## src/rtl/ahb_arb_pkg.sv

```systemverilog
// ---------------------------------------------------------------------------
// ahb_arb_pkg
//
// Shared definitions for the AHB bus arbiter:
//   trans_e      - HTRANS encoding of the granted master
//   burst_e      - HBURST encoding of the granted master
//   arb_state_e  - arbiter state machine encoding
//   CNT_W        - width of the fixed-length burst beat counter
//   burst_beats  - number of beats in a burst (0 = undefined length)
//   is_fixed_burst - true for the counted burst types (4, 8 or 16 beats)
// ---------------------------------------------------------------------------
package ahb_arb_pkg;

  typedef enum logic [1:0] {
    TRANS_IDLE   = 2'd0,
    TRANS_BUSY   = 2'd1,
    TRANS_NONSEQ = 2'd2,
    TRANS_SEQ    = 2'd3
  } trans_e;

  typedef enum logic [2:0] {
    BURST_SINGLE = 3'd0,
    BURST_INCR   = 3'd1,
    BURST_WRAP4  = 3'd2,
    BURST_INCR4  = 3'd3,
    BURST_WRAP8  = 3'd4,
    BURST_INCR8  = 3'd5,
    BURST_WRAP16 = 3'd6,
    BURST_INCR16 = 3'd7
  } burst_e;

  // PARK: nobody requests, master 0 holds the bus by default.
  // OWN: owner doing SINGLE or undefined-length INCR transfers.
  // BURST: owner inside a fixed-length burst, beats being counted.
  // LOCK: owner holds a locked sequence, no rearbitration.
  typedef enum logic [1:0] {
    ST_PARK  = 2'd0,
    ST_OWN   = 2'd1,
    ST_BURST = 2'd2,
    ST_LOCK  = 2'd3
  } arb_state_e;

  // Largest fixed burst is 16 beats, so the counter holds up to 15.
  localparam int CNT_W = 4;

  // Beats per burst; undefined-length INCR reports 0.
  function automatic logic [4:0] burst_beats(input burst_e b);
    logic [4:0] beats;
    beats = 5'd1;
    unique case (b)
      BURST_SINGLE:              beats = 5'd1;
      BURST_INCR:                beats = 5'd0;
      BURST_WRAP4,  BURST_INCR4:  beats = 5'd4;
      BURST_WRAP8,  BURST_INCR8:  beats = 5'd8;
      BURST_WRAP16, BURST_INCR16: beats = 5'd16;
      default:                   beats = 5'd1;
    endcase
    return beats;
  endfunction

  // Bursts whose length is known up front and therefore counted.
  function automatic logic is_fixed_burst(input burst_e b);
    return (burst_beats(b) > 5'd1);
  endfunction

endpackage

```

## src/rtl/ahb_rr_picker.sv

```systemverilog
// ---------------------------------------------------------------------------
// ahb_rr_picker
//
// Combinational round-robin picker. Starting at (last_id + 1) mod
// AHB_MASTERS and wrapping around, the first master with its request bit set
// wins. A master that is the only requester wins against itself after the
// full wrap.
//
// Ports:
//   req     in   AHB_MASTERS  request vector
//   last_id in   ID_W         index of the previous bus owner
//   winner  out  AHB_MASTERS  one-hot winner (all zero when valid = 0)
//   valid   out  1            at least one master requests
// ---------------------------------------------------------------------------
module ahb_rr_picker
  import ahb_arb_pkg::*;
#(
  parameter int AHB_MASTERS = 4,
  parameter int ID_W        = $clog2(AHB_MASTERS)
) (
  input  logic [AHB_MASTERS-1:0] req,
  input  logic [ID_W-1:0]        last_id,
  output logic [AHB_MASTERS-1:0] winner,
  output logic                   valid
);

  // Walk the masters in priority order beginning just after the last owner;
  // once a winner is found the remaining candidates are ignored.
  always_comb begin
    int cand;
    winner = '0;
    valid  = 1'b0;
    cand   = 0;
    for (int i = 1; i <= AHB_MASTERS; i++) begin
      cand = (int'(last_id) + i) % AHB_MASTERS;
      if (!valid && req[cand[ID_W-1:0]]) begin
        winner[cand[ID_W-1:0]] = 1'b1;
        valid                  = 1'b1;
      end
    end
  end

endmodule

```

## src/rtl/ahb_arbiter.sv

```systemverilog
// ---------------------------------------------------------------------------
// ahb_arbiter
//
// Round-robin AHB bus arbiter with bus parking, fixed-length burst tracking
// and locked-sequence support. Ownership only changes on a rising clock edge
// with ready high; ready low freezes everything.
//
// Ports:
//   clk        in   1            bus clock
//   rstn       in   1            synchronous active-low reset
//   req        in   AHB_MASTERS  per-master bus request
//   lock       in   AHB_MASTERS  per-master lock request (only counts with req)
//   trans      in   2            HTRANS of the granted master
//   burst      in   3            HBURST of the granted master
//   ready      in   1            HREADY from the slave multiplexer
//   grant      out  AHB_MASTERS  one-hot address-phase grant
//   master_id  out  ID_W         index of the address-phase owner
//   data_id    out  ID_W         index of the data-phase owner
//   locked     out  1            owner holds a locked sequence
// ---------------------------------------------------------------------------
module ahb_arbiter
  import ahb_arb_pkg::*;
#(
  parameter int AHB_MASTERS = 4,
  parameter int ID_W        = $clog2(AHB_MASTERS)
) (
  input  logic                   clk,
  input  logic                   rstn,
  input  logic [AHB_MASTERS-1:0] req,
  input  logic [AHB_MASTERS-1:0] lock,
  input  logic [1:0]             trans,
  input  logic [2:0]             burst,
  input  logic                   ready,
  output logic [AHB_MASTERS-1:0] grant,
  output logic [ID_W-1:0]        master_id,
  output logic [ID_W-1:0]        data_id,
  output logic                   locked
);

  localparam logic [AHB_MASTERS-1:0] PARK_GRANT = AHB_MASTERS'(1);
  // Last owner after reset is the highest index so master 0 wins first.
  localparam logic [ID_W-1:0]        LAST_RESET = ID_W'(AHB_MASTERS - 1);

  arb_state_e             state_q,   state_d;
  logic [AHB_MASTERS-1:0] grant_q,   grant_d;
  logic [ID_W-1:0]        owner_q,   owner_d;
  logic [ID_W-1:0]        data_id_q, data_id_d;
  logic                   locked_q,  locked_d;
  logic [CNT_W-1:0]       cnt_q,     cnt_d;
  logic [ID_W-1:0]        last_q,    last_d;

  trans_e                 trans_t;
  burst_e                 burst_t;
  logic [AHB_MASTERS-1:0] lock_eff;
  logic [AHB_MASTERS-1:0] win_onehot;
  logic                   win_valid;
  logic [ID_W-1:0]        win_id;

  assign trans_t  = trans_e'(trans);
  assign burst_t  = burst_e'(burst);
  assign lock_eff = lock & req;

  ahb_rr_picker #(
    .AHB_MASTERS (AHB_MASTERS),
    .ID_W        (ID_W)
  ) u_picker (
    .req     (req),
    .last_id (last_q),
    .winner  (win_onehot),
    .valid   (win_valid)
  );

  // Binary index of the picker's one-hot winner.
  always_comb begin
    win_id = '0;
    for (int i = 0; i < AHB_MASTERS; i++) begin
      if (win_onehot[i]) begin
        win_id = ID_W'(i);
      end
    end
  end

  // State register. Reset aborts any burst or lock in progress at once.
  always_ff @(posedge clk) begin
    if (!rstn) begin
      state_q   <= ST_PARK;
      grant_q   <= PARK_GRANT;
      owner_q   <= '0;
      data_id_q <= '0;
      locked_q  <= 1'b0;
      cnt_q     <= '0;
      last_q    <= LAST_RESET;
    end else begin
      state_q   <= state_d;
      grant_q   <= grant_d;
      owner_q   <= owner_d;
      data_id_q <= data_id_d;
      locked_q  <= locked_d;
      cnt_q     <= cnt_d;
      last_q    <= last_d;
    end
  end

  // Next-state logic. Each state decides whether this accepted cycle is an
  // arbitration point; the shared block at the end then hands the bus to the
  // round-robin winner, or parks it on master 0 when nobody requests. Because
  // the picker sees the current req vector, an owner dropping its request
  // while another raises one hands over directly with no PARK cycle.
  always_comb begin
    logic       arb;
    logic [4:0] beats_m1;

    state_d   = state_q;
    grant_d   = grant_q;
    owner_d   = owner_q;
    data_id_d = data_id_q;
    locked_d  = locked_q;
    cnt_d     = cnt_q;
    last_d    = last_q;
    arb       = 1'b0;
    beats_m1  = burst_beats(burst_t) - 5'd1;

    if (ready) begin
      // The address phase just accepted becomes the data phase.
      data_id_d = owner_q;

      unique case (state_q)
        ST_PARK: begin
          arb = 1'b1;
        end

        ST_OWN: begin
          if (trans_t == TRANS_IDLE) begin
            arb = 1'b1;
          end else if (burst_t == BURST_INCR && !req[owner_q]) begin
            arb = 1'b1;
          end else if (trans_t == TRANS_NONSEQ && is_fixed_burst(burst_t)) begin
            // The NONSEQ is the first beat, so beats-1 SEQs remain.
            state_d = ST_BURST;
            cnt_d   = beats_m1[CNT_W-1:0];
          end
        end

        ST_BURST: begin
          unique case (trans_t)
            TRANS_IDLE, TRANS_NONSEQ: arb = 1'b1;
            TRANS_SEQ: begin
              // A SEQ taking the counter to zero is the last beat.
              if (cnt_q <= CNT_W'(1)) begin
                arb = 1'b1;
              end else begin
                cnt_d = cnt_q - CNT_W'(1);
              end
            end
            TRANS_BUSY: ;
            default: ;
          endcase
        end

        ST_LOCK: begin
          // Other requests are ignored until the owner releases the lock
          // and the bus goes idle.
          if (!lock_eff[owner_q] && trans_t == TRANS_IDLE) begin
            arb = 1'b1;
          end
        end

        default: begin
          arb = 1'b1;
        end
      endcase

      if (arb) begin
        // A new tenure always starts from a clean beat count.
        cnt_d = '0;
        if (win_valid) begin
          grant_d  = win_onehot;
          owner_d  = win_id;
          last_d   = win_id;
          locked_d = lock_eff[win_id];
          state_d  = lock_eff[win_id] ? ST_LOCK : ST_OWN;
        end else begin
          grant_d  = PARK_GRANT;
          owner_d  = '0;
          locked_d = 1'b0;
          state_d  = ST_PARK;
        end
      end
    end
  end

  assign grant     = grant_q;
  assign master_id = owner_q;
  assign data_id   = data_id_q;
  assign locked    = locked_q;

endmodule

```

## config.mk

```make
export PLATFORM = sky130hd
export DESIGN_NAME = ahb_arbiter
export DESIGN_NICKNAME = d
export VERILOG_FILES = /design/src/rtl/ahb_arb_pkg.sv /design/src/rtl/ahb_rr_picker.sv /design/src/rtl/ahb_arbiter.sv
export SDC_FILE = /design/constraint.sdc
export NUM_CORES = 1
export LEC_CHECK = 0
export CAP_MARGIN = 20
export CORE_MARGIN = 2
export CORE_UTILIZATION = 40
export CTS_CLUSTER_SIZE = 40
export DETAILED_ROUTE_END_ITERATION = 8
export PLACE_DENSITY = 0.69
export SLEW_MARGIN = 20
export SYNTH_ARGS = -nofsm -noshare
export SYNTH_HDL_FRONTEND = slang
export SYNTH_SLANG_ARGS = --single-unit
```

## constraint.sdc

```tcl
create_clock -name clk -period 2.5 [get_ports clk]
set_input_delay 0.625 -clock clk [delete_from_list [all_inputs] [get_ports clk]]
set_output_delay 0.625 -clock clk [all_outputs]
set_load 0.02 [all_outputs]
```

==> results.md <==
- Levels on crit path: 8
- Largest net degree at the start of global routing: 12
- Hold Path Class: reg2reg
- Max Root-Sink Buffers: 2
- Routed Antenna Nets: 0
- Final setup vio count: 0
- Status: finished, final reports clean
- Count leader, synth: dfxtp_1
- Async set or reset register ratio after synthesis: 0%
- Synth warnings: 0
- Measured slew at the worst slew-check pin: 0.399 ns
- Crit path capture: last_q[1]$_SDFFE_PN1P_
- Worst r2r dst: last_q[1]$_SDFFE_PN1P_
- Initial antenna violation count: 0
- Yosys reg bits: 17
- WP data arrival: 2.53 ns
- Pre-Repair DR Iteration Count: 4
- FF-to-FF setup slack: 0.10 ns
- CP Max Fanout: 4
- RePlAce Congestion: 0.899
- Total GRT Usage: 20.5%
- Fin worst setup slack: 0.103 ns
- Post-Route WL: 4170 um
- Grt total ovfl: 0
- Cell family with most CP delay: simple AND/OR/NAND/NOR gates
- Post-synth cell types: 66
- Cell count after synthesis: 184
- Tmin final: 2.40 ns
- Vert. Die Dim: 66.9 um
- Ant. Diodes: 0
- TritonCTS clock tree: done
- LEAKAGE: 0.935 nW
- Worst EP required: 2.64 ns
- First-pass GRT wire length: 7000 um
- Slowest stage delay, CP: 0.56 ns
- Die width: 66.9 um
- Setup CP Type: reg2reg
- Net count, final: 273
- Starting DRT DRC Count: 60
- Placed cell count: 286
- RSZ-0062 raised after global routing: no
- Max-cap viol count: 0
- Std-Cell Rows: 22
- Slew margin rel.: 73.3%
- Worst Setup Start Kind: register
- Core area: 0.00374 mm2
- Fin cells: 293
- Hold_ws: 0.484 ns
- CTS hold repair buffers: 0
- Clock Pin Slew Worst Setup and Hold Paths: 0.06 ns
- Synthesized area: 0.00158 mm2
- Die ar.: 0.00448 mm2
- Critical-path cell list: inv_1 > ha_1 > mux4_2 > and3b_2 > or2_0 > a221oi_2 > nand2b_2 > o211ai_1
- Slowest CP cell: mux4_2
- Avg Cell Area, Syn: 8.61 um2
- VDD IR max: 0.000373 V
- Maximum level of the CTS H-tree: 1
- Critical path endpoint category: register
- Top_reg_cell synth: dfxtp_1
- Post-DP HPWL: 3310 um
- Pre-CTS setup slack: -0.341 ns
- Worst Path Buf+Inv: 1
- Top cells by count, synth: 17 x dfxtp_1, 16 x nand2_1, 13 x nor2_1
- Seq/Total Area, Yosys: 21.5%
- Yosys top cell area share: 21.5%
- Worst R2R Start: last_q[0]$_SDFFE_PN1P_
- DRC viols: 0
- Period utilization: 95.9%
- Synth area leaders: dfxtp_1 21%, ha_1 8.7%, mux4_2 5.7%
- I/O pins: 25
- Final Core Density: 59.0%
- Max Fclk: 417 MHz
- Cells on worst reg2reg path: 8
- Via/cell ratio: 5.54
- Area leader, netlist: dfxtp_1
- Clock buffer count from CTS: 3
- IO buf count: 24
- Worst skew pair latency: 0.25 ns
- Post-synth EDFFs: 0
- Final hold violations: 0
- DR vias: 1,623
- Initial Util: 42.3%
- PwrDens: 621 mW/mm2
- Layout area overhead: 39.4%
- Per-cell routed wire length: 14.2 um
- Vias in the first global route: 1,540
- Layout cells sized above 1: 26.5%
- Root buffer cell: clkbuf_8
- Slew Limit Fails: 0
- Clock skew: 0.00179 ns
- Power Total: 1.37 mW
- Clock sink total: 17
- Syn Nets: 211
- Worst setup path start: last_q[0]$_SDFFE_PN1P_
==> cell type report <==
cell class / instances / area [um2]
clock buffers: 4 / 45.0
fillers: 375 / 1540
inverters: 10 / 37.5
multi-input cells: 150 / 1190
flip-flops and latches: 17 / 342
well taps: 48 / 60.1
repair buffers: 64 / 536
==> tightest hold or removal path: cells and delay by family, from the launching register on <==
family | cells | cell delay, ns
DFF | 1 | 0.32
muxes | 1 | 0.06
and+or+nand+nor | 1 | 0.06
==> routing by layer <==
metal,GRT usage (%),vias up,part of all wire [%]
met5,0,-,0
met1,25.4,770,46
met2,35.6,24,50
li1,-,821,-
met3,4.22,8,2.7
met4,5.36,0,1.5
==> where the power goes <==
group	internal, mW	switching (mW)	leakage, nW
Combinational	0.414	0.394	0.773
Clock	0.113	0.0941	0.0228
Sequential	0.315	0.0420	0.139
==> through the flow <==
| stage | setup TNS, ns | area (um2) |
|---|---|---|
| after CTS | 0 | 2170 |
| after floorplan | 0 | 1590 |
| after global placement | -3.52 | 2120 |
| final | 0 | 2210 |
| after detailed placement | -3.95 | 2120 |
| after global routing | 0 | 2210 |
==> logic make-up (layout without fill, tap and decap cells) <==
logic type	after synthesis	after routing	synth area share [%]
adders and majority gates	11	11	8.69
xor gates and xnor gates	2	2	1.11
muxes	9	9	8.85
buffers and inverters	17	78	5.37
and+or+nand+nor	71	71	25.5
AOI/OAI and AO/OA	57	57	29.0
DFF	17	17	21.5
==> worst min-delay path by stage <==
stage	start	endpoint	slack (ns)	cells after the start
after floorplan	cnt_q[1]$_SDFFE_PN0P_	cnt_q[1]$_SDFFE_PN0P_	0.45	2
after global placement	cnt_q[1]$_SDFFE_PN0P_	cnt_q[1]$_SDFFE_PN0P_	0.47	2
after detailed placement	grant[0]$_SDFFE_PN1P_	grant[0]$_SDFFE_PN1P_	0.47	2
after CTS	cnt_q[1]$_SDFFE_PN0P_	cnt_q[1]$_SDFFE_PN0P_	0.49	2
after global routing	cnt_q[1]$_SDFFE_PN0P_	cnt_q[1]$_SDFFE_PN0P_	0.52	2
final	cnt_q[1]$_SDFFE_PN0P_	cnt_q[1]$_SDFFE_PN0P_	0.48	2
==> registers in the layout, summed over array words and instances (netlist names) <==
signal and cells:
data_id 2, cnt_q 4, state_q 2, grant 4, locked 1, last_q 2
master_id 2
==> layout by cell type, fill, tap and decap left out, types with 3 or more instances in the layout <==
cell / n
or3_1: 3
a21oi_1: 12
o21ai_0: 5
clkdlybuf4s50_1: 20
a21o_1: 3
dfxtp_1: 16
nor2_1: 13
nor2b_1: 4
nand2b_1: 3
o21ai_1: 4
a2bb2oi_1: 3
mux2i_1: 5
mux4_2: 4
buf_4: 40
dlygate4sd2_1: 4
ha_1: 11
nor3_1: 3
o21a_1: 3
nand3b_1: 4
clkbuf_8: 3
nand3_1: 5
inv_1: 9
nand2_1: 16
==> what timing repair did <==
| item | in CTS | in global routing |
|---|---|---|
| setup endpoints to repair | 7 | 9 |
| pin swaps | 0 | 1 |
| buffers inserted | 2 | 1 |
| gates resized for setup | 4 | 4 |
No activity file was read; power rests on OpenSTA's default activity.
